## src/rtl/tiny_rv_lsu_pkg.sv

```systemverilog
// Shared types and lane/extend helpers for the pipelined RV32 load/store unit.
package tiny_rv_lsu_pkg;

  localparam logic [2:0] F3_BYTE    = 3'b000;
  localparam logic [2:0] F3_HALF    = 3'b001;
  localparam logic [2:0] F3_WORD    = 3'b010;
  localparam logic [2:0] F3_BYTE_US = 3'b100;
  localparam logic [2:0] F3_HALF_US = 3'b101;

  // Access size is funct3[1:0]; the reserved size 2'b11 is handled as a word.
  localparam logic [1:0] SZ_BYTE = 2'b00;
  localparam logic [1:0] SZ_HALF = 2'b01;

  typedef enum logic [1:0] {
    CAUSE_NONE       = 2'd0,
    CAUSE_MISALIGNED = 2'd1,
    CAUSE_BUS_ERR    = 2'd2
  } lsu_cause_t;

  // Per-request bookkeeping kept while the bus access is in flight.
  typedef struct packed {
    logic        we;
    logic [2:0]  funct3;
    logic [31:0] addr;
  } lsu_meta_t;

  localparam int unsigned META_W = $bits(lsu_meta_t);

  // Byte offset actually used for lane steering; low bits below the access size are ignored.
  function automatic logic [1:0] eff_off(input logic [1:0] size, input logic [1:0] a);
    case (size)
      SZ_BYTE: return a;
      SZ_HALF: return {a[1], 1'b0};
      default: return 2'b00;
    endcase
  endfunction

  function automatic logic is_misaligned(input logic [1:0] size, input logic [1:0] a);
    case (size)
      SZ_BYTE: return 1'b0;
      SZ_HALF: return a[0];
      default: return (a != 2'b00);
    endcase
  endfunction

  function automatic logic [3:0] lane_sel(input logic [1:0] size, input logic [1:0] a);
    logic [1:0] off;
    off = eff_off(size, a);
    case (size)
      SZ_BYTE: return 4'b0001 << off;
      SZ_HALF: return off[1] ? 4'b1100 : 4'b0011;
      default: return 4'b1111;
    endcase
  endfunction

  function automatic logic [31:0] store_lanes(input logic [1:0] size, input logic [1:0] a,
                                              input logic [31:0] wdata);
    logic [1:0] off;
    off = eff_off(size, a);
    return wdata << {off, 3'b000};
  endfunction

  function automatic logic [31:0] load_extend(input logic [2:0] f3, input logic [1:0] a,
                                              input logic [31:0] rdata);
    logic [31:0] sh;
    sh = rdata >> {eff_off(f3[1:0], a), 3'b000};
    case (f3)
      F3_BYTE:    return {{24{sh[7]}}, sh[7:0]};
      F3_BYTE_US: return {24'h0, sh[7:0]};
      F3_HALF:    return {{16{sh[15]}}, sh[15:0]};
      F3_HALF_US: return {16'h0, sh[15:0]};
      default:    return sh;
    endcase
  endfunction

endpackage

```

## src/rtl/tiny_rv_lsu_fifo.sv

```systemverilog
// Synchronous metadata FIFO with flush; head entry is visible combinationally.
module tiny_rv_lsu_fifo #(
  parameter int unsigned WIDTH = 36,
  parameter int unsigned DEPTH = 4
) (
  input  logic             i_clk,
  input  logic             i_reset,
  input  logic             flush_i,
  input  logic             push_i,
  input  logic             pop_i,
  input  logic [WIDTH-1:0] wdata_i,
  output logic [WIDTH-1:0] rdata_o,
  output logic             full_o,
  output logic             empty_o
);

  localparam int unsigned PW = (DEPTH > 1) ? $clog2(DEPTH) : 1;
  localparam int unsigned CW = $clog2(DEPTH + 1);

  logic [WIDTH-1:0] mem_q [DEPTH];
  logic [PW-1:0]    wr_q, wr_d, rd_q, rd_d;
  logic [CW-1:0]    cnt_q, cnt_d;
  logic             do_push, do_pop;

  function automatic logic [PW-1:0] ptr_inc(input logic [PW-1:0] p);
    return (p == PW'(DEPTH - 1)) ? '0 : p + PW'(1);
  endfunction

  assign full_o  = (cnt_q == CW'(DEPTH));
  assign empty_o = (cnt_q == '0);
  assign rdata_o = mem_q[rd_q];
  assign do_push = push_i && !full_o;
  assign do_pop  = pop_i && !empty_o;

  // Pointer and occupancy next-state; flush wins over push/pop.
  always_comb begin
    wr_d  = wr_q;
    rd_d  = rd_q;
    cnt_d = cnt_q;
    if (flush_i) begin
      wr_d  = '0;
      rd_d  = '0;
      cnt_d = '0;
    end else begin
      if (do_push) wr_d = ptr_inc(wr_q);
      if (do_pop)  rd_d = ptr_inc(rd_q);
      cnt_d = cnt_q + CW'(do_push) - CW'(do_pop);
    end
  end

  // Pointer/occupancy registers.
  always_ff @(posedge i_clk) begin
    if (i_reset) begin
      wr_q  <= '0;
      rd_q  <= '0;
      cnt_q <= '0;
    end else begin
      wr_q  <= wr_d;
      rd_q  <= rd_d;
      cnt_q <= cnt_d;
    end
  end

  // Storage array; contents are meaningless while empty so it needs no reset.
  always_ff @(posedge i_clk) begin
    if (do_push && !flush_i) mem_q[wr_q] <= wdata_i;
  end

endmodule

```

## src/rtl/tiny_rv_lsu_pipe.sv

```systemverilog
// Pipelined RV32 load/store unit driving a pipelined Wishbone B4 master, in-order responses.
module tiny_rv_lsu_pipe
  import tiny_rv_lsu_pkg::*;
#(
  parameter int unsigned AW            = 30,
  parameter int unsigned MAX_OUTST     = 4,
  parameter bit          MISALIGN_TRAP = 1'b1
) (
  input  logic          i_clk,
  input  logic          i_reset,
  input  logic          i_req_valid,
  output logic          o_req_ready,
  input  logic          i_req_we,
  input  logic [2:0]    i_req_funct3,
  input  logic [31:0]   i_req_addr,
  input  logic [31:0]   i_req_wdata,
  output logic          o_rsp_valid,
  output logic [31:0]   o_rsp_data,
  output logic          o_rsp_err,
  output logic [1:0]    o_rsp_cause,
  output logic [31:0]   o_rsp_badaddr,
  output logic          o_busy,
  output logic          o_wb_cyc,
  output logic          o_wb_stb,
  output logic          o_wb_we,
  output logic [AW-1:0] o_wb_addr,
  output logic [31:0]   o_wb_data,
  output logic [3:0]    o_wb_sel,
  input  logic          i_wb_ack,
  input  logic          i_wb_stall,
  input  logic          i_wb_err,
  input  logic [31:0]   i_wb_data
);

  localparam int unsigned CW = $clog2(MAX_OUTST + 1);

  logic [CW-1:0] count_q, count_d;
  logic          stb_q, stb_d, cyc_q, cyc_d, busy_q, busy_d;
  logic          we_q, we_d, drain_q, drain_d;
  logic [AW-1:0] addr_q, addr_d;
  logic [3:0]    sel_q, sel_d;
  logic [31:0]   data_q, data_d;
  logic          rsp_valid_q, rsp_valid_d, rsp_err_q, rsp_err_d;
  logic [31:0]   rsp_data_q, rsp_data_d, rsp_badaddr_q, rsp_badaddr_d;
  lsu_cause_t    rsp_cause_q, rsp_cause_d;

  logic          misal_c, ready_c, accept_c, push_c, beat_c, ack_c, err_c;
  logic          fifo_full, fifo_empty;
  lsu_meta_t     head_c, push_meta_c;

  // Accept/handshake decode. Misaligned traps only go when the bus is idle so they stay in order.
  always_comb begin
    misal_c  = MISALIGN_TRAP && is_misaligned(i_req_funct3[1:0], i_req_addr[1:0]);
    ready_c  = !drain_q && (!stb_q || !i_wb_stall) && (count_q < CW'(MAX_OUTST)) && !fifo_full &&
               (!misal_c || ((count_q == '0) && !stb_q));
    accept_c = i_req_valid && ready_c;
    push_c   = accept_c && !misal_c;
    beat_c   = stb_q && !i_wb_stall;
    // Responses with nothing outstanding are stray and ignored; err dominates a simultaneous ack.
    err_c    = i_wb_err && (count_q != '0) && !fifo_empty;
    ack_c    = i_wb_ack && !i_wb_err && (count_q != '0) && !fifo_empty;
    push_meta_c = '{we: i_req_we, funct3: i_req_funct3, addr: i_req_addr};
  end

  assign o_req_ready = ready_c;

  tiny_rv_lsu_fifo #(
    .WIDTH (META_W),
    .DEPTH (MAX_OUTST)
  ) u_meta_fifo (
    .i_clk   (i_clk),
    .i_reset (i_reset),
    .flush_i (err_c),
    .push_i  (push_c),
    .pop_i   (ack_c || err_c),
    .wdata_i (push_meta_c),
    .rdata_o (head_c),
    .full_o  (fifo_full),
    .empty_o (fifo_empty)
  );

  // Bus master and response next-state.
  always_comb begin
    stb_d         = stb_q;
    we_d          = we_q;
    addr_d        = addr_q;
    sel_d         = sel_q;
    data_d        = data_q;
    drain_d       = 1'b0;
    count_d       = count_q + CW'(beat_c) - CW'(ack_c || err_c);
    rsp_valid_d   = 1'b0;
    rsp_data_d    = 32'h0;
    rsp_err_d     = 1'b0;
    rsp_cause_d   = CAUSE_NONE;
    rsp_badaddr_d = 32'h0;

    if (beat_c) stb_d = 1'b0;

    if (push_c) begin
      stb_d  = 1'b1;
      we_d   = i_req_we;
      addr_d = AW'(i_req_addr[31:2]);
      sel_d  = lane_sel(i_req_funct3[1:0], i_req_addr[1:0]);
      data_d = store_lanes(i_req_funct3[1:0], i_req_addr[1:0], i_req_wdata);
    end

    if (accept_c && misal_c) begin
      rsp_valid_d   = 1'b1;
      rsp_err_d     = 1'b1;
      rsp_cause_d   = CAUSE_MISALIGNED;
      rsp_badaddr_d = i_req_addr;
    end

    if (ack_c) begin
      rsp_valid_d = 1'b1;
      rsp_data_d  = head_c.we ? 32'h0 : load_extend(head_c.funct3, head_c.addr[1:0], i_wb_data);
    end

    // A bus error aborts the whole cycle; younger in-flight accesses are dropped.
    if (err_c) begin
      rsp_valid_d   = 1'b1;
      rsp_err_d     = 1'b1;
      rsp_cause_d   = CAUSE_BUS_ERR;
      rsp_badaddr_d = head_c.addr;
      stb_d         = 1'b0;
      count_d       = '0;
      drain_d       = 1'b1;
    end

    cyc_d  = stb_d || (count_d != '0);
    busy_d = cyc_d;
  end

  // State and registered outputs.
  always_ff @(posedge i_clk) begin
    if (i_reset) begin
      count_q       <= '0;
      stb_q         <= 1'b0;
      cyc_q         <= 1'b0;
      busy_q        <= 1'b0;
      we_q          <= 1'b0;
      drain_q       <= 1'b0;
      addr_q        <= '0;
      sel_q         <= '0;
      data_q        <= '0;
      rsp_valid_q   <= 1'b0;
      rsp_data_q    <= '0;
      rsp_err_q     <= 1'b0;
      rsp_cause_q   <= CAUSE_NONE;
      rsp_badaddr_q <= '0;
    end else begin
      count_q       <= count_d;
      stb_q         <= stb_d;
      cyc_q         <= cyc_d;
      busy_q        <= busy_d;
      we_q          <= we_d;
      drain_q       <= drain_d;
      addr_q        <= addr_d;
      sel_q         <= sel_d;
      data_q        <= data_d;
      rsp_valid_q   <= rsp_valid_d;
      rsp_data_q    <= rsp_data_d;
      rsp_err_q     <= rsp_err_d;
      rsp_cause_q   <= rsp_cause_d;
      rsp_badaddr_q <= rsp_badaddr_d;
    end
  end

  assign o_wb_cyc      = cyc_q;
  assign o_wb_stb      = stb_q;
  assign o_wb_we       = we_q;
  assign o_wb_addr     = addr_q;
  assign o_wb_sel      = sel_q;
  assign o_wb_data     = data_q;
  assign o_busy        = busy_q;
  assign o_rsp_valid   = rsp_valid_q;
  assign o_rsp_data    = rsp_data_q;
  assign o_rsp_err     = rsp_err_q;
  assign o_rsp_cause   = rsp_cause_q;
  assign o_rsp_badaddr = rsp_badaddr_q;

endmodule

```

## config.mk

```make
export PLATFORM = sky130hd
export DESIGN_NAME = tiny_rv_lsu_pipe
export DESIGN_NICKNAME = d
export VERILOG_FILES = /design/src/rtl/tiny_rv_lsu_pkg.sv /design/src/rtl/tiny_rv_lsu_fifo.sv /design/src/rtl/tiny_rv_lsu_pipe.sv
export SDC_FILE = /design/constraint.sdc
export NUM_CORES = 1
export LEC_CHECK = 0
export CORE_MARGIN = 1
export CORE_UTILIZATION = 39
export CTS_CLUSTER_SIZE = 40
export DETAILED_ROUTE_END_ITERATION = 10
export GPL_TIMING_DRIVEN = 0
export PLACE_DENSITY = 0.69
export SLEW_MARGIN = 20
export SYNTH_ARGS = -nofsm -noshare
export SYNTH_HDL_FRONTEND = slang
export SYNTH_SLANG_ARGS = --single-unit
```

## constraint.sdc

```tcl
create_clock -name i_clk -period 4.3 [get_ports i_clk]
set_clock_uncertainty 0.1 [all_clocks]
set_input_delay 0.86 -clock i_clk [delete_from_list [all_inputs] [get_ports i_clk]]
set_output_delay 0.86 -clock i_clk [all_outputs]
set_load 0.02 [all_outputs]
```

Word-level counts from Yosys, hierarchy flattened. Memory sizes are Yosys's and may differ from the RTL's. A register that Yosys moved wholly into a read port is not among the register bits. Index checks and enable logic that the tools add are counted.

Bits in registers: 148. Bits in writable memories: 144. Bits of input ports: 106. Word-level logic and storage cells: 103. Memories: 1.

$add $sub $neg: 6. $lt $le $gt $ge: 1. Equality and inequality tests: 8. Shift operators: 3. Multiplexer cells: 27. Bitwise gates (word level): 1. Reduce and logical (&&, ||, !) cells: 39.

Memory list: u_meta_fifo.mem_q (words 4, width 36, read ports 1, clocked after Yosys merged registers in 1, wr ports 1, line tiny_rv_lsu_fifo.sv:20) `logic [WIDTH-1:0] mem_q [DEPTH];`.

Operators with widths (number): case mux 32 bit (4 select lines) (1); two-way mux 32 bit (2); << shifter 32 x 5 -> 32 bit (1); right shift 32 x 5 -> 32 bit (1); logical AND 1 bit (17); two-way mux 2 bit (7); two-way mux 1 bit (11); == test 3 bit (second input constant) (3); logical NOT 3 bit (3); logical NOT 1 bit (8); case mux 2 bit (2 select lines) (2); case mux 4 bit (2 select lines) (1); adder 3 x 1 -> 3 bit (2); nonzero test 3 bit (2); subtractor 3 x 1 -> 3 bit (2); adder 2 x 1 -> 2 bit (second input constant) (2); == test 2 x 1 -> 1 bit (second input constant) (2); == test 2 bit (second input constant) (2); logical NOT 2 bit (2); logical OR 1 bit (4); two-way mux 4 bit (1); << shifter 1 x 2 -> 4 bit (first input constant) (1); == test 3 x 1 -> 1 bit (second input constant) (1); less-than comparator 3 bit (second input constant) (1); 6 further kinds (6).

Logic depth before layout (Yosys ltp). Gate-level depths: netlist of run 1.

Depth in word-level cells: 12. Gate-level depth with buffers: 11. Mapped depth without buffers: 10.

Modules after synthesis. Synthesis of run 1 repeated with hierarchy kept, for this count alone.

Cell total of the unflattened synthesis: 850. Area total of the unflattened synthesis: 11402.2 sq um.

Modules (own cells, without submodules): tiny_rv_lsu_fifo (times used 1, cells each 239, area each 5743.0 sq um); tiny_rv_lsu_pipe (times used 1, cells each 611, area each 5659.2 sq um).

Least setup slack after synthesis of run 1. No wires, ideal clock.

Kind: input to register. From: input i_wb_stall. To: memory u_meta_fifo.mem_q[3][0] (enable). Setup time: 0.397 ns. Arrival time: 2.849 ns. Data required time: 3.803 ns. Path slack: 0.955 ns. Stages: 6. Path through: a211o_1 > a31oi_1 > nand3_1 > inv_1 > clkbuf_1 > and3_1.

Longest elaborated chain between the ends: 12.

RTL lines: start, declared (line tiny_rv_lsu_pipe.sv:30) `input logic i_wb_stall,`; logical NOT 1 bit (line tiny_rv_lsu_pipe.sv:54) `ready_c = !drain_q && (!stb_q || !i_wb_stall) && (count_q < CW'(MAX_OUTST)) && !fifo_full &&`; logical OR 1 bit (line tiny_rv_lsu_pipe.sv:54); logical AND 1 bit (4 in series) (line tiny_rv_lsu_pipe.sv:54); logical AND 1 bit (line tiny_rv_lsu_pipe.sv:56) `accept_c = i_req_valid && ready_c;`; logical AND 1 bit (line tiny_rv_lsu_pipe.sv:57) `push_c = accept_c && !misal_c;`; logical AND 1 bit (line tiny_rv_lsu_fifo.sv:32) `assign do_push = push_i && !full_o;`; logical AND 1 bit (line tiny_rv_lsu_fifo.sv:66) `if (do_push && !flush_i) mem_q[wr_q] <= wdata_i;`; two-way mux 1 bit (line tiny_rv_lsu_fifo.sv:66); two-way mux 1 bit (not written as such) (line tiny_rv_lsu_fifo.sv:66); end, declared (line tiny_rv_lsu_fifo.sv:20).

No other way between the ends.

Worst setup path in the final report of run 1.
From: input i_req_funct3[1]. To: register u_meta_fifo.cnt_q[2].

Longest elaborated chain between the ends: 10. Elaborated cells between the ends (all ways): 11. Classes of those cells: add/sub (2); eq/ne (1); mux (1); reduce/logical (7).

RTL lines: start, declared (line tiny_rv_lsu_pipe.sv:14) `input logic [2:0] i_req_funct3,`; == test 2 x 1 -> 1 bit / logical NOT 2 bit (equally long branches) (line tiny_rv_lsu_pkg.sv:39) `case (size)`; case mux 1 bit (2 select lines) * (line tiny_rv_lsu_pkg.sv:39); logical NOT 1 bit * (line tiny_rv_lsu_pipe.sv:55, tiny_rv_lsu_pipe.sv:57); logical OR 1 bit (line tiny_rv_lsu_pipe.sv:55) `(!misal_c || ((count_q == '0) && !stb_q));`; logical AND 1 bit (line tiny_rv_lsu_pipe.sv:54); logical AND 1 bit (line tiny_rv_lsu_pipe.sv:56); logical AND 1 bit * (line tiny_rv_lsu_pipe.sv:57); logical AND 1 bit * (line tiny_rv_lsu_fifo.sv:32); adder 3 x 1 -> 3 bit * (line tiny_rv_lsu_fifo.sv:47) `cnt_d = cnt_q + CW'(do_push) - CW'(do_pop);`; subtractor 3 x 1 -> 3 bit * (line tiny_rv_lsu_fifo.sv:47); end signal, assigned (line tiny_rv_lsu_fifo.sv:60) `cnt_q <= cnt_d;`; end, declared (line tiny_rv_lsu_fifo.sv:22) `logic [CW-1:0] cnt_q, cnt_d;`.

Mark *: on every way between the ends. The rest lies on a longest branch, timed or not. A chain may end at the register's enable or synchronous reset.

==> results of run 1 <==
-- cells in the mapped netlist (all sizes together) --
cell,count,share of area
a2111oi,1,0.00079
a211o,2,0.0016
a211oi,8,0.0054
a21o,2,0.0014
a21oi,85,0.039
a222oi,1,0.00091
a22o,32,0.025
a31oi,1,0.00057
a41oi,1,0.00079
and2,8,0.0045
and3,5,0.0028
buf,10,0.0056
clkbuf,46,0.016
dfxtp,149,0.27
edfxtp,144,0.39
fa,2,0.0036
ha,9,0.010
inv,14,0.0048
mux2,1,0.0014
mux2i,26,0.024
mux4,43,0.088
nand2,131,0.045
nand2b,4,0.0029
nand3,17,0.0077
nor2,52,0.018
nor2b,2,0.0011
nor3,26,0.012
nor3b,1,0.00068
nor4,1,0.00057
nor4b,1,0.00079
o211ai,2,0.0014
o21a,10,0.0069
o21bai,1,0.00068
or2,1,0.00057
or3,2,0.0011
or4b,1,0.00091
xnor2,3,0.0024
xor2,1,0.00079
-- kinds of logic after synthesis --
| family | count (synthesis) | synth area share |
|---|---|---|
| flip-flops | 293 | 0.662 |
| AND/OR/NAND/NOR | 252 | 0.0981 |
| AO/OA/AOI/OAI | 146 | 0.0843 |
| buffers and inverters | 70 | 0.0260 |
| multiplexers | 70 | 0.113 |
| adder cells (fa/ha/maj) | 11 | 0.0138 |
| XOR/XNOR | 4 | 0.00317 |
-- where the power goes --
part           internal, mW  switching, mW  total (mW)
combinational         0.764          0.909        1.67
clock                  1.56           1.06        2.63
sequential             3.17         0.0942        3.26
-- per-stage QoR --
step	instance area, um^2	cells	setup slack (ns)	power, mW	utilization
floorplan	11000	846	0.955	4.31	-
global placement	13900	1467	-1.00	4.97	0.502
detailed placement	14000	1471	-0.640	5.01	0.506
CTS	15100	1527	0.0773	7.65	0.543
global route	15100	1527	0.144	7.89	0.543
finish	15100	1527	0.395	7.56	0.543
-- flip-flops by register name, summed over array words and instances, names as in the netlist, 3 cells and up, named ones only --
register,count
count_q,3
o_rsp_badaddr,32
o_rsp_data,32
o_wb_addr,30
o_wb_data,32
o_wb_sel,4
u_meta_fifo.cnt_q,3
u_meta_fifo.mem_q,144
-- worst reg2reg max path, cell delays in order (launching register included) --
cell and delay (ns):
dfxtp_1 0.34, a211o_1 0.27, a31oi_1 0.26, nand3_2 0.32
inv_1 0.18, clkbuf_1 0.48, clkbuf_2 0.42, ha_1 0.24
fa_1 0.43, inv_1 0.07, nor2_1 0.04
-- cell type report --
type                            count  area share
Sequential cell                   293       0.484
Timing Repair Buffer              247       0.167
Multi-Input combinational cell    483       0.229
Clock buffer                       47      0.0621
Tap cell                          378      0.0313
Buffer                             56      0.0156
Inverter                           14     0.00348
Clock inverter                      9     0.00647
-- timing repair --
item	CTS	global route
setup buffers	0	0
pin swaps	0	0
setup endpoints to repair	2	1
resized for setup	1	1
-- metal layers --
| metal | vias up | track usage |
|---|---|---|
| met3 | 45 | 0.0423 |
| met5 | - | 0 |
| met4 | 0 | 0.0407 |
| li1 | 3638 | - |
| met1 | 3665 | 0.253 |
| met2 | 258 | 0.330 |
-- final timing paths --
path              startpoint              endpoint  slack (ns)
min             o_wb_data[1]          o_wb_data[1]        0.35
max reg2reg         o_wb_stb  u_meta_fifo.cnt_q[1]        1.04
min reg2reg     o_wb_data[1]          o_wb_data[1]        0.35
max          i_req_funct3[1]  u_meta_fifo.cnt_q[2]        0.40
==> qor.json, run 1 <==
{
  "synth_area": {"value": 11000, "unit": "um^2"},
  "routed_via_count_divided_by_cell_count": {"value": 4.98},
  "achievable-frequency": {"value": 256, "unit": "MHz"},
  "routabilityCongestion": {"value": 0.886},
  "track_usage": {"value": 0.194},
  "startpoint_type": {"value": "input pin"},
  "timing.final.hold_violations": {"value": 0},
  "yosys_warnings": {"value": 0},
  "layout-drive-gt1-share": {"value": 0.0975},
  "final_net_count": {"value": 1242},
  "path_delay_family": {"value": "buffers and inverters"},
  "worstSetupPathDepth": {"value": 12},
  "synth_seq_area_share": {"value": 0.662},
  "worst_hold_slack": {"value": 0.353, "unit": "ns"},
  "worstSetupPathType": {"value": "in -> reg"},
  "final-max-slew-violation-count": {"value": 0},
  "gr-total-overflow": {"value": 0},
  "timing.critical_path.slowest_stage_cell": {"value": "clkdlybuf4s50_1"},
  "drtIter0Drc": {"value": 344},
  "io_buffers": {"value": 243},
  "rr_worst_depth": {"value": 10},
  "route.layer.met1.wl": {"value": 12200, "unit": "um"},
  "setup-tns-final": {"value": 0, "unit": "ns"},
  "grt_start_max_net_pins": {"value": 27},
  "report.final.setup_viol": {"value": 0},
  "clock_path_buffers": {"value": 3},
  "postRouteAntennaNets": {"value": 0},
  "topRoutingLayerUsed": {"value": "met4"},
  "p_leak": {"value": 5.21, "unit": "nW"},
  "first_global_vias": {"value": 7634},
  "synth_fp_nets": {"value": 963},
  "period_minus_slack": {"value": 3.90, "unit": "ns"},
  "register_clock_pin_slew_on_the_reported_worst_setup_and_hold_paths": {"value": 0.07, "unit": "ns"},
  "core_area": {"value": 27800, "unit": "um^2"},
  "rsz0062_at_grt": {"value": "false"},
  "cts_buffers": {"value": 30},
  "flip_flop_and_latch_count_after_synthesis": {"value": 293},
  "max_slew.worst_pin.slew": {"value": 0.937, "unit": "ns"},
  "floorplan.initialDensity": {"value": 0.397},
  "detailroute.wirelength.met3": {"value": 2200, "unit": "um"},
  "timing.hold.worst.class": {"value": "reg -> reg"},
  "first_pass_grt_wire_length": {"value": 43100, "unit": "um"},
  "cp.buffers_inverters": {"value": 4},
  "initial_antenna_violation_count": {"value": 0},
  "cp_max_fo": {"value": 10},
  "rows": {"value": 61},
  "wl": {"value": 28300, "unit": "um"},
  "dp_hpwl": {"value": 20100, "unit": "um"},
  "worstPathArrival": {"value": 4.23, "unit": "ns"},
  "design.die.area": {"value": 29000, "unit": "um^2"},
  "timing.max_slew.rel_slack": {"value": 0.376},
  "clock_latency_on_the_worst_skew_pair": {"value": 0.56, "unit": "ns"},
  "routed_wire_length_per_instance": {"value": 18.5, "unit": "um"},
  "layout_commonest_cell": {"value": "clkdlybuf4s50_1"},
  "pre_repair_dr_iteration_count": {"value": 4},
  "die_height": {"value": 170, "unit": "um"},
  "tritoncts": {"value": "yes"},
  "cts_root_buffer": {"value": "clkbuf_16"},
  "fin_crit_sh": {"value": 0.908},
  "post_synth_num_cell_types": {"value": 44},
  "syn_to_final_growth": {"value": 36.7, "unit": "%"},
  "cts.htree.levels": {"value": 1},
  "vdd_drop_max": {"value": 0.343, "unit": "mV"},
  "layout.cells.most_common_list": {"value": "clkdlybuf4s50_1, dfxtp_1, edfxtp_1"},
  "detailroute.wirelength.met2": {"value": 13400, "unit": "um"},
  "synth.avg_cell_area": {"value": 13.0, "unit": "um^2"},
  "floorplan.io_pins": {"value": 245},
  "max_cap_violations": {"value": 0},
  "cp_cell_sequence": {"value": "clkdlybuf4s50_1 > nor2_1 > or2_2 > nand3_2 > inv_1 > clkbuf_1 > clkbuf_2 > ha_1 > fa_1 > xnor2_1 > xnor2_1 > nor2_1"},
  "multi_input_comb_area": {"value": 3460, "unit": "um^2"},
  "drc_errors": {"value": 0},
  "outcome": {"value": "finished clean"},
  "num-fill-cells": {"value": 2396},
  "powerDensity": {"value": 501, "unit": "nW/um^2"},
  "clock_sinks": {"value": 293},
  "die_w": {"value": 170, "unit": "um"},
  "required": {"value": 4.62, "unit": "ns"},
  "max_stage_delay": {"value": 0.76, "unit": "ns"},
  "timing.critical_path.to_type": {"value": "flip-flop"},
  "route.vias.total": {"value": 7606},
  "antenna-diode-count": {"value": 0},
  "cts_hold_buf": {"value": 0},
  "synthCells": {"value": 846},
  "hold-path-cell-count": {"value": 2},
  "seq_area": {"value": 7310, "unit": "um^2"}
}
Note: power is estimated with default switching activity, not from simulation.
==> inputs of run 2 (changes only) <==
Settings changed: CORE_UTILIZATION 39 to 30, PLACE_DENSITY 0.69 to 0.57, SETUP_SLACK_MARGIN set to 0.5.
==> run 2 against run 1 <==
Die area grew 30%. Final cell count grew 5.8%. Largest power group unchanged. Setup slack gained 0.15 ns. Critical path type is now in -> out. Worst hold slack lost 0.00085 ns. Fmax grew 4.0%.
==> qor.json, run 2 (synthesis gave the netlist of run 1 again) <==
{
  "outcome": {"value": "finished clean"},
  "io_buffers": {"value": 243},
  "num-fill-cells": {"value": 3379},
  "max_slew.worst_pin.slew": {"value": 0.940, "unit": "ns"},
  "track_usage": {"value": 0.169},
  "routed_wire_length_per_instance": {"value": 19.7, "unit": "um"},
  "final_net_count": {"value": 1246},
  "layout.cells.most_common_list": {"value": "clkdlybuf4s50_1, dfxtp_1, edfxtp_1"},
  "report.final.setup_viol": {"value": 0},
  "routabilityCongestion": {"value": 0.847},
  "vdd_drop_max": {"value": 0.192, "unit": "mV"},
  "required": {"value": 3.34, "unit": "ns"},
  "drc_errors": {"value": 0},
  "layout_commonest_cell": {"value": "clkdlybuf4s50_1"},
  "timing.final.hold_violations": {"value": 0},
  "route.vias.total": {"value": 7698},
  "final_core_utilization": {"value": 0.426},
  "wl": {"value": 31800, "unit": "um"},
  "routed_via_count_divided_by_cell_count": {"value": 4.76},
  "drtIter0Drc": {"value": 370},
  "setup_slack": {"value": 0.545, "unit": "ns"},
  "clock_latency_on_the_worst_skew_pair": {"value": 0.50, "unit": "ns"},
  "clock_sinks": {"value": 293},
  "pre_repair_dr_iteration_count": {"value": 7},
  "worstPathArrival": {"value": 2.79, "unit": "ns"},
  "p_leak": {"value": 5.26, "unit": "nW"},
  "core_area": {"value": 35900, "unit": "um^2"},
  "place_ws": {"value": -0.770, "unit": "ns"},
  "floorplan.io_pins": {"value": 245},
  "placed_instance_area": {"value": 14100, "unit": "um^2"},
  "final-max-slew-violation-count": {"value": 0},
  "syn_to_final_growth": {"value": 38.6, "unit": "%"},
  "gr-total-overflow": {"value": 0},
  "grt_start_max_net_pins": {"value": 22},
  "timing.hold.worst.class": {"value": "reg -> reg"},
  "first_global_vias": {"value": 8068},
  "period_minus_slack": {"value": 3.75, "unit": "ns"},
  "cts_buffers": {"value": 34},
  "rsz0062_at_grt": {"value": "true"},
  "die_height": {"value": 194, "unit": "um"},
  "power": {"value": 7.91, "unit": "mW"},
  "floorplan.initialDensity": {"value": 0.307},
  "clock_path_buffers": {"value": 3},
  "first_pass_grt_wire_length": {"value": 48600, "unit": "um"},
  "die_w": {"value": 194, "unit": "um"},
  "layout-drive-gt1-share": {"value": 0.101},
  "timing.critical_path.to_type": {"value": "primary output"},
  "cts_hold_buf": {"value": 0},
  "cp_max_fo": {"value": 3},
  "postRouteAntennaNets": {"value": 0},
  "worstSetupPathType": {"value": "in -> out"},
  "cts.htree.levels": {"value": 2},
  "largest_register": {"value": "u_meta_fifo.mem_q"},
  "post-route-cell-area": {"value": 15300, "unit": "um^2"},
  "design.die.area": {"value": 37600, "unit": "um^2"},
  "startpoint_type": {"value": "input pin"},
  "achievable-frequency": {"value": 266, "unit": "MHz"},
  "dp_hpwl": {"value": 22600, "unit": "um"},
  "cts_root_buffer": {"value": "clkbuf_16"},
  "max_cap_violations": {"value": 0},
  "timing.max_slew.rel_slack": {"value": 0.373},
  "worst_hold_slack": {"value": 0.352, "unit": "ns"},
  "tritoncts": {"value": "yes"},
  "fin_crit_sh": {"value": 0.873},
  "powerDensity": {"value": 517, "unit": "nW/um^2"},
  "register_clock_pin_slew_on_the_reported_worst_setup_and_hold_paths": {"value": 0.06, "unit": "ns"},
  "initial_antenna_violation_count": {"value": 1},
  "max_ffs_per_register": {"value": 144},
  "rows": {"value": 69}
}
run 2: worst max-delay path: stages:
cell and delay (ns):
clkdlybuf4s50_1 0.44, a211o_1 0.32, a31oi_1 0.34, o21a_1 0.22, clkdlybuf4s50_1 0.61
run 2: stage by stage:
step	setup TNS, ns	std cells
after global placement	-168.04	1550
final	0	1616
after detailed placement	-18.93	1554
after floorplan	0	846
after CTS	0	1615
after global routing	0	1615
run 2: layer usage:
layer  track usage  part of all wire  up-vias  wire [um]
li1              -                 -     3656          -
met1         0.216              0.44     3776      13900
met2         0.284              0.48      221      15300
met3        0.0437             0.063       45       1990
met4        0.0450             0.020        0        649
met5             0                 0        -          0
run 2: report_power, final:
part | switching, mW | leakage, nW | internal [mW]
Clock | 1.13 | 0.559 | 1.82
Combinational | 0.936 | 2.18 | 0.763
Sequential | 0.0966 | 2.52 | 3.17
Total | 2.16 | 5.26 | 5.75
run 2: repair_timing:
action / 4_1_cts / 5_1_grt
hold endpoints to repair: 0 / 0
buffers inserted: 0 / 0
gates resized for setup: 6 / 1
setup endpoints to repair: 115 / 41
run 2: area by class of cell:
type / count / area (um^2) / share of cell area
clock buffers: 47 / 971 / 0.0635
diodes: 1 / 2.50 / 0.000164
inverters: 14 / 52.6 / 0.00344
well taps: 461 / 577 / 0.0377
plain buffers: 56 / 239 / 0.0156
repair buffers: 247 / 2510 / 0.164
clock inverters: 14 / 171 / 0.0112
multi-input cells: 483 / 3470 / 0.227
flip-flops and latches: 293 / 7310 / 0.478
run 2: final timing paths:
| check | cells after the start | end | start | slack [ns] |
|---|---|---|---|---|
| setup / recovery | 5 | o_req_ready | i_wb_stall | 0.55 |
| hold / removal | 2 | o_wb_addr[21] | o_wb_addr[21] | 0.35 |
| setup reg to reg | 7 | u_meta_fifo.mem_q[2][16] | o_wb_stb | 1.27 |
| hold reg to reg | 2 | o_wb_addr[21] | o_wb_addr[21] | 0.35 |
==> inputs of run 3 (changes only) <==
Settings changed: ABC_CLOCK_PERIOD_IN_PS set to 4300, CTS_CLUSTER_SIZE 40 to 8.
==> run 3 against run 2 <==
Sequential cell count did not move. Critical endpoint unchanged. First-iteration DRC count is 9.7% higher. Cell area up 0.35%. Total power grew 0.74%. Final cell count grew 0.74%.
==> qor.json, run 3 (synthesis gave the netlist of run 1 again) <==
{
  "cts_setup_buffers": {"value": 0},
  "largest_register": {"value": "u_meta_fifo.mem_q"},
  "timing.final.hold_violations": {"value": 0},
  "track_usage": {"value": 0.169},
  "place_ws": {"value": -0.770, "unit": "ns"},
  "dp_hpwl": {"value": 22600, "unit": "um"},
  "cts_hold_buf": {"value": 0},
  "cp_max_fo": {"value": 3},
  "grt_util_met2": {"value": 0.282},
  "max_stage_delay": {"value": 0.61, "unit": "ns"},
  "cp_cell_sequence": {"value": "clkdlybuf4s50_1 > a211o_1 > a31oi_1 > o21a_1 > clkdlybuf4s50_1"},
  "max_ffs_per_register": {"value": 144},
  "gr-total-overflow": {"value": 0},
  "worst_hold_slack": {"value": 0.352, "unit": "ns"},
  "worstSetupPathDepth": {"value": 5},
  "drtIter0Drc": {"value": 406},
  "die_w": {"value": 194, "unit": "um"},
  "vdd_drop_max": {"value": 0.235, "unit": "mV"},
  "floorplan.io_pins": {"value": 245},
  "period_minus_slack": {"value": 3.75, "unit": "ns"},
  "worstSetupPathType": {"value": "in -> out"},
  "timing.hold.worst.class": {"value": "reg -> reg"},
  "grt_start_max_net_pins": {"value": 22},
  "clock_latency_on_the_worst_skew_pair": {"value": 0.52, "unit": "ns"},
  "num-fill-cells": {"value": 3386},
  "rr_worst_depth": {"value": 8},
  "max_cap_violations": {"value": 0},
  "power.combinational.fraction": {"value": 0.213},
  "io_buffers": {"value": 243},
  "grt.met3_usage": {"value": 0.0459},
  "powerDensity": {"value": 519, "unit": "nW/um^2"},
  "p_leak": {"value": 5.27, "unit": "nW"},
  "clkPwrFrac": {"value": 0.377},
  "route.vias.total": {"value": 7714},
  "worstPathArrival": {"value": 2.79, "unit": "ns"},
  "rsz0062_at_grt": {"value": "true"},
  "crit-reg2reg-capture": {"value": "o_rsp_data[28]"},
  "register_clock_pin_slew_on_the_reported_worst_setup_and_hold_paths": {"value": 0.04, "unit": "ns"},
  "fin_crit_sh": {"value": 0.873},
  "net-switching-power": {"value": 2.21, "unit": "mW"},
  "report.final.setup_viol": {"value": 0},
  "timing.max_slew.rel_slack": {"value": 0.359},
  "timing.reg2reg.setup_slack": {"value": 1.26, "unit": "ns"},
  "setup.worst_path.start": {"value": "i_wb_stall"},
  "p_sw_frac": {"value": 0.277},
  "layout_commonest_cell": {"value": "clkdlybuf4s50_1"},
  "initial_antenna_violation_count": {"value": 1},
  "rows": {"value": 69},
  "design.die.area": {"value": 37600, "unit": "um^2"},
  "outcome": {"value": "finished clean"},
  "cp.buffers_inverters": {"value": 2},
  "drc_errors": {"value": 0},
  "achievable-frequency": {"value": 266, "unit": "MHz"},
  "routed_wire_length_per_instance": {"value": 19.5, "unit": "um"},
  "final_net_count": {"value": 1254},
  "internal_power": {"value": 5.76, "unit": "mW"},
  "setup_slack": {"value": 0.547, "unit": "ns"},
  "worst_hold_launch": {"value": "o_wb_addr[21]"},
  "cts.htree.levels": {"value": 2},
  "layout-drive-gt1-share": {"value": 0.0943},
  "cts_buffers": {"value": 42},
  "sequentialPowerShare": {"value": 0.410},
  "tritoncts": {"value": "yes"},
  "grt_use_met1": {"value": 0.216},
  "path_delay_family": {"value": "buffers and inverters"},
  "first_global_vias": {"value": 8164},
  "final-max-slew-violation-count": {"value": 0},
  "timing.critical_path.slowest_stage_cell": {"value": "clkdlybuf4s50_1"},
  "setup-tns-final": {"value": 0, "unit": "ns"},
  "routed_via_count_divided_by_cell_count": {"value": 4.74},
  "syn_to_final_growth": {"value": 39.1, "unit": "%"},
  "routabilityCongestion": {"value": 0.847},
  "core_area": {"value": 35900, "unit": "um^2"},
  "timing.critical_path.to": {"value": "o_req_ready"},
  "first_pass_grt_wire_length": {"value": 48700, "unit": "um"},
  "startpoint_type": {"value": "input pin"},
  "postRouteAntennaNets": {"value": 0},
  "layout.cells.most_common_list": {"value": "clkdlybuf4s50_1, dfxtp_1, edfxtp_1"},
  "max_slew.worst_pin.slew": {"value": 0.962, "unit": "ns"},
  "pre_repair_dr_iteration_count": {"value": 4},
  "clock_path_buffers": {"value": 3},
  "clock_sinks": {"value": 293},
  "global_route.peak_usage_layer": {"value": "met2"},
  "required": {"value": 3.34, "unit": "ns"},
  "cts_root_buffer": {"value": "clkbuf_16"},
  "floorplan.initialDensity": {"value": 0.307},
  "timing.critical_path.to_type": {"value": "primary output"},
  "final_core_utilization": {"value": 0.427},
  "path_common_cell": {"value": "clkdlybuf4s50_1"},
  "wl": {"value": 31800, "unit": "um"},
  "die_height": {"value": 194, "unit": "um"}
}
run 3: worst min-delay path by stage:
stage / end / slack [ns] / cells past startpoint
5_1_grt: o_wb_data[5] / 0.37 / 2
6_report: o_wb_addr[21] / 0.35 / 2
4_1_cts: o_wb_addr[21] / 0.35 / 2
3_3_place_gp: o_wb_sel[2] / 0.34 / 2
3_5_place_dp: o_wb_data[4] / 0.35 / 2
2_1_floorplan: u_meta_fifo.wr_q[1] / 0.37 / 2
run 3: power groups by stage:
stage                     Sequential [mW]  Combinational (mW)  Clock [mW]
after floorplan                      3.46               0.851           0
after global placement               3.33                1.69           0
after detailed placement             3.33                1.72           0
after CTS                            3.27                1.72        3.08
after global routing                 3.29                1.85        3.19
final                                3.27                1.70        3.00
run 3: repair_timing:
| item | in CTS | in global routing |
|---|---|---|
| gates cloned | 0 | 0 |
| setup endpoints to repair | 115 | 27 |
| resized for setup | 6 | 1 |
run 3: worst reg2reg max path, cell delays in order, from the launching register on:
cell and delay, ns:
dfxtp_1 0.30, clkbuf_1 0.49, mux4_2 0.46, nand2b_4 0.19, mux2_4 0.30, a222oi_1 0.48
o21a_2 0.32, buf_6 0.17, a21oi_1 0.08
run 3: final cells by class:
| cell class | count | area [um^2] | area share |
|---|---|---|---|
| plain buffers | 56 | 239 | 0.0156 |
| inverters | 14 | 52.6 | 0.00342 |
| flip-flops and latches | 293 | 7310 | 0.476 |
| diodes | 1 | 2.50 | 0.000163 |
| repair buffers | 247 | 2510 | 0.163 |
| multi-input cells | 483 | 3470 | 0.226 |
| clock buffers | 71 | 1160 | 0.0756 |
| well taps | 461 | 577 | 0.0376 |
| clock inverters | 2 | 36.3 | 0.00236 |
run 3: per-stage QoR:
step,std cells,power [mW],area (um^2)
after floorplan,846,4.31,11000
after global placement,1550,5.01,14000
after detailed placement,1554,5.04,14100
after CTS,1627,8.08,15300
after global routing,1627,8.34,15300
final,1628,7.97,15400
run 3: routing by layer:
metal | part of all wire | wire length [um] | vias up
li1 | - | - | 3673
met1 | 0.44 | 14000 | 3765
met2 | 0.47 | 15000 | 226
met5 | 0 | 0 | -
met4 | 0.021 | 677 | 0
met3 | 0.064 | 2040 | 50
